File: config.mk
export PLATFORM = sky130hd
export DESIGN_NAME = booth_r4_seq_mult
export DESIGN_NICKNAME = d
export VERILOG_FILES = /design/src/rtl/booth_r4_seq_mult.sv
export SDC_FILE = /design/constraint.sdc
export NUM_CORES = 1
export LEC_CHECK = 0
export CAP_MARGIN = 20
export CELL_PAD_IN_SITES_DETAIL_PLACEMENT = 1
export CELL_PAD_IN_SITES_GLOBAL_PLACEMENT = 2
export CORE_MARGIN = 2
export CORE_UTILIZATION = 42
export CTS_BUF_LIST = sky130_fd_sc_hd__clkbuf_4 sky130_fd_sc_hd__clkbuf_8
export CTS_CLUSTER_DIAMETER = 80
export DETAILED_ROUTE_END_ITERATION = 8
export DONT_BUFFER_PORTS = 1
export GPL_ROUTABILITY_DRIVEN = 0
export PLACE_DENSITY = 0.94
export SLEW_MARGIN = 15
export SYNTH_ARGS = -nofsm -noshare
export SYNTH_HDL_FRONTEND = slang
export SYNTH_SLANG_ARGS = --single-unit
File: constraint.sdc
create_clock -name clk -period 10.9 [get_ports clk]
set_input_delay 2.18 -clock clk [delete_from_list [all_inputs] [get_ports clk]]
set_output_delay 2.18 -clock clk [all_outputs]
set_load 0.1 [all_outputs]
File: src/rtl/booth_r4_seq_mult.sv
// Sequential signed radix-4 Booth multiplier that retires one Booth digit per clock.
// A valid/ready handshake is used on both the operand side and the product side.
module booth_r4_seq_mult #(
  parameter int W = 8
) (
  input  logic           clk,
  input  logic           rst,
  input  logic           in_valid,
  output logic           in_ready,
  input  logic [W-1:0]   a,
  input  logic [W-1:0]   b,
  output logic           out_valid,
  input  logic           out_ready,
  output logic [2*W-1:0] product,
  output logic           busy
);

  localparam int CW = $clog2(W/2) + 1;
  localparam logic [CW-1:0]  LAST   = CW'(W/2 - 1);
  localparam logic [CW-1:0]  CNT1   = CW'(1);
  localparam logic [2*W-1:0] ONE_2W = (2*W)'(1);

  typedef enum logic [1:0] {IDLE, RUN, DONE} state_t;

  state_t         state_q;
  logic [2*W-1:0] acc_q, mcand_q, product_q;
  logic [W:0]     mreg_q;
  logic [CW-1:0]  cnt_q;
  logic           out_valid_q;

  logic [2*W-1:0] mcand2_d, pp_d, acc_d;

  // Partial product for the current Booth digit. Both the negations and the
  // doubling are done at full accumulator width.
  always_comb begin
    pp_d     = '0;
    mcand2_d = mcand_q << 1;
    unique case (mreg_q[2:0])
      3'b001, 3'b010: pp_d = mcand_q;
      3'b011:         pp_d = mcand2_d;
      3'b100:         pp_d = ~mcand2_d + ONE_2W;
      3'b101, 3'b110: pp_d = ~mcand_q + ONE_2W;
      default:        pp_d = '0;
    endcase
    acc_d = acc_q + pp_d;
  end

  always_ff @(posedge clk) begin
    if (rst) begin
      state_q     <= IDLE;
      acc_q       <= '0;
      mcand_q     <= '0;
      mreg_q      <= '0;
      cnt_q       <= '0;
      product_q   <= '0;
      out_valid_q <= 1'b0;
    end else begin
      unique case (state_q)
        IDLE: begin
          if (in_valid && in_ready) begin
            mcand_q <= {{W{a[W-1]}}, a};
            mreg_q  <= {b, 1'b0};
            acc_q   <= '0;
            cnt_q   <= '0;
            state_q <= RUN;
          end
        end
        RUN: begin
          acc_q   <= acc_d;
          mcand_q <= mcand_q << 2;
          mreg_q  <= {{2{mreg_q[W]}}, mreg_q[W:2]};
          cnt_q   <= cnt_q + CNT1;
          if (cnt_q == LAST) begin
            product_q   <= acc_d;
            out_valid_q <= 1'b1;
            state_q     <= DONE;
          end
        end
        DONE: begin
          // Product stays frozen here until the consumer takes it.
          if (out_ready) begin
            out_valid_q <= 1'b0;
            state_q     <= IDLE;
          end
        end
        default: state_q <= IDLE;
      endcase
    end
  end

  assign in_ready  = (state_q == IDLE) && !rst;
  assign out_valid = out_valid_q;
  assign product   = product_q;
  assign busy      = (state_q != IDLE);

endmodule
==> summary.txt <==
Outcome
  – Status: finished clean

Synthesis
  – Post-Synth Adder-Cell Area: 0.0589
  – Largest family of logic cells by synthesized area: simple AND/OR/NAND/NOR gates
  – Cell Area, Synth: 4170 um2
  – Syn Inst Count: 555
  – Synth warnings: 0
  – Mapped Avg Cell Area: 7.51 um2
  – #FFs+latches synth: 63
  – Yosys top cell by area: dfxtp_1
  – Post-synth ARST share: 0
  – Distinct cells, synth: 58
  – Post-Synth XOR/XNOR Area: 0.0589
  – Synthesized net count: 594
  – Post-Synth Simple-Gate Area: 0.279
  – Seq/Total Area, Yosys: 0.303
  – Post-synth EDFFs: 0
  – Synth area leaders: dfxtp_1 (30%), nand2_1 (7.9%), a21oi_1 (5.6%)
  – Post-synthesis mux area share: 0.0186
  – Main synth FF type: dfxtp_1
  – Area share of the largest cell type after synthesis: 0.303
  – Synth Area in Compound Gates: 0.227

Critical path
  – Worst setup path category: primary input to output pin
  – Crit-path max FO: 73
  – R2R setup slack: 6510 ps
  – Worst EP arrival: 2730 ps
  – Crit end category: output pin
  – Worst-path cell chain: nor3_2, clkbuf_16
  – Critical path data required time: 8720 ps
  – Buf/Inv on CP: 1
  – R2r startpoint: mreg_q[1]$_SDFFE_PP0P_
  – Max incr delay on CP: 270 ps
  – FF-to-FF End: acc_q[15]$_SDFFE_PP0P_
  – Cell count of the worst reg-to-reg path: 12
  – Delay-heaviest family, CP: buffers and inverters
  – CP startpoint kind: primary input
  – CP max stage cell: clkbuf_16

Timing
  – Final setup fails: 0
  – Hold_ws: 466 ps
  – Setup tns final: 0 ps
  – Period utilization: 0.451
  – Max-slew headroom: 0.336
  – RSZ-0062 raised after global routing: false
  – Worst clock skew: 16.8 ps
  – Final Worst Setup Slack: 5990 ps
  – Min Tclk post-route: 4910 ps
  – Slew @ Worst Pin: 995 ps
  – F_max: 204 MHz
  – Fin. max-slew vios: 0
  – Endpoints failing hold: 0

CTS
  – Sink Count: 63
  – Root buffer cell: clkbuf_8
  – H-tree levels: 3
  – Worst skew pair latency: 360 ps
  – CTS Buffer Depth: 2
  – Post_cts resized: 0
  – Setup bufs post-CTS: 0
  – CTS tree: done
  – Worst-path clk slew: 80 ps
  – Hold_buf cts: 0
  – CTS buffer count: 9

Floorplanning
  – Die Span Y: 104 um
  – Die ar.: 10700 um2
  – # rows: 36
  – Die W: 104 um
  – Placeable Area: 9680 um2
  – I/O pin cnt: 39
  – Initial Utilization: 0.430

Placed design
  – # placed instances: 644
  – Port Buf Inserts: 0
  – Pre-CTS setup slack: 6000 ps
  – Cell area after placement: 4200 um2
  – DP Wirelength: 7870 um

Power
  – Worst vdd ir: 69.4 uV
  – Total power: 0.595 mW
  – Leak Pwr: 1.61 nW
  – Pwr/cell area: 136 nW/um2

Detailed routing
  – DRC violations left: 0
  – Violation count after the first detailed-route iteration: 238
  – Total Routed Length: 11700 um
  – ANT nets after route: 0
  – Vias per cell: 5.88
  – TritonRoute pass-1 iters: 4
  – Via count: 3887
  – WL/cell: 17.6 um

Finish
  – Final Instance Count excl. Fillers: 661
  – Final #Nets: 562
  – Share of cells above drive strength 1: 0.0777
  – # diodes: 0
  – Fillers: 1217
  – Most common cell after layout, fill and taps aside: nand2_1
  – Post-route cell area: 4380 um2
  – Layout area overhead: 5.08%
  – Core Util, Final: 0.452
  – Commonest non-fill, non-tap cells in the layout: nand2_1 (87), dfxtp_1 (63), nor2_1 (50)

Worst hold path
  – Worst hold path class: register to register
  – Worst hold path depth: 2
  – Hold path startpoint: mreg_q[8]$_SDFFE_PP0P_
  – Hold Crit Endpoint: mreg_q[8]$_SDFFE_PP0P_

GRT
  – Congestion Overflow GR: 0
  – Largest net degree at the start of global routing: 74
  – Vias in the first global route: 3880
  – Total GRT Usage: 0.218
  – First-pass GRT wire length: 19500 um
  – Initial antenna violation count: 0

Job
  – Maxcap violations: 0
==> registers in the layout, indices dropped and copies added, names as in the netlist <==
signal,cells
state_q,2
out_valid,1
mcand_q,16
acc_q,16
mreg_q,9
product,16
cnt_q,3
==> logic make-up (layout without fill, tap and decap cells) <==
logic type | count (synthesis) | after routing
AO/OA/AOI/OAI | 144 | 144
multiplexers | 7 | 7
adder cells (fa/ha/maj) | 19 | 19
flip-flops | 63 | 63
buffers and inverters | 57 | 30
AND/OR/NAND/NOR | 237 | 237
XOR/XNOR | 28 | 28
==> report_power, final <==
| group | internal [mW] | leakage (nW) | switching, mW |
|---|---|---|---|
| clock | 0.0823 | 0.0776 | 0.108 |
| sequential | 0.242 | 0.513 | 0.0216 |
| combinational | 0.0559 | 1.02 | 0.0859 |
==> per-layer routing <==
layer / vias up / track usage / routed length (um)
met4: 0 / 0.0579 / 136
li1: 1920 / - / -
met5: - / 0 / 0
met2: 58 / 0.367 / 5630
met3: 13 / 0.0365 / 386
met1: 1896 / 0.290 / 5510
==> synth_stat cells (2+ instances only) <==
master,n
clkbuf_1,37
nand2_1,88
nand4b_1,9
buf_2,6
mux2_2,6
o22ai_1,2
nor3b_1,4
ha_1,18
a221oi_1,4
or2_2,2
nand2b_1,7
and2_1,4
buf_1,4
a211oi_1,13
nor2b_1,5
xnor2_1,22
xor2_1,6
dfxtp_1,63
a22oi_1,10
or4_1,5
a211o_1,2
a31oi_1,9
o21a_1,2
nand3_1,21
inv_1,8
and3_1,4
a21oi_1,47
or3_1,2
nor2_1,50
a311oi_1,11
nand3b_1,4
a21o_1,6
nor3_1,21
a221o_1,2
o21ai_0,25
nand4_1,3
o21bai_1,2
==> area by class of cell <==
cell class | count | area [um2] | area share
clock buffer | 9 | 124 | 0.0283
tap | 133 | 166 | 0.0380
inverter | 9 | 33.8 | 0.00772
sequential | 63 | 1260 | 0.288
multi-input combinational | 435 | 2690 | 0.614
clock inverter | 7 | 48.8 | 0.0111
timing repair buffer | 5 | 55.1 | 0.0126
==> worst max-delay path by stage <==
stage	depth (start not counted)	end	startpoint
after floorplan	2	in_ready	rst
after global placement	2	in_ready	rst
after detailed placement	2	in_ready	rst
after CTS	2	in_ready	rst
after global routing	2	in_ready	rst
final	2	in_ready	rst
(Power assumes the default switching activity.)
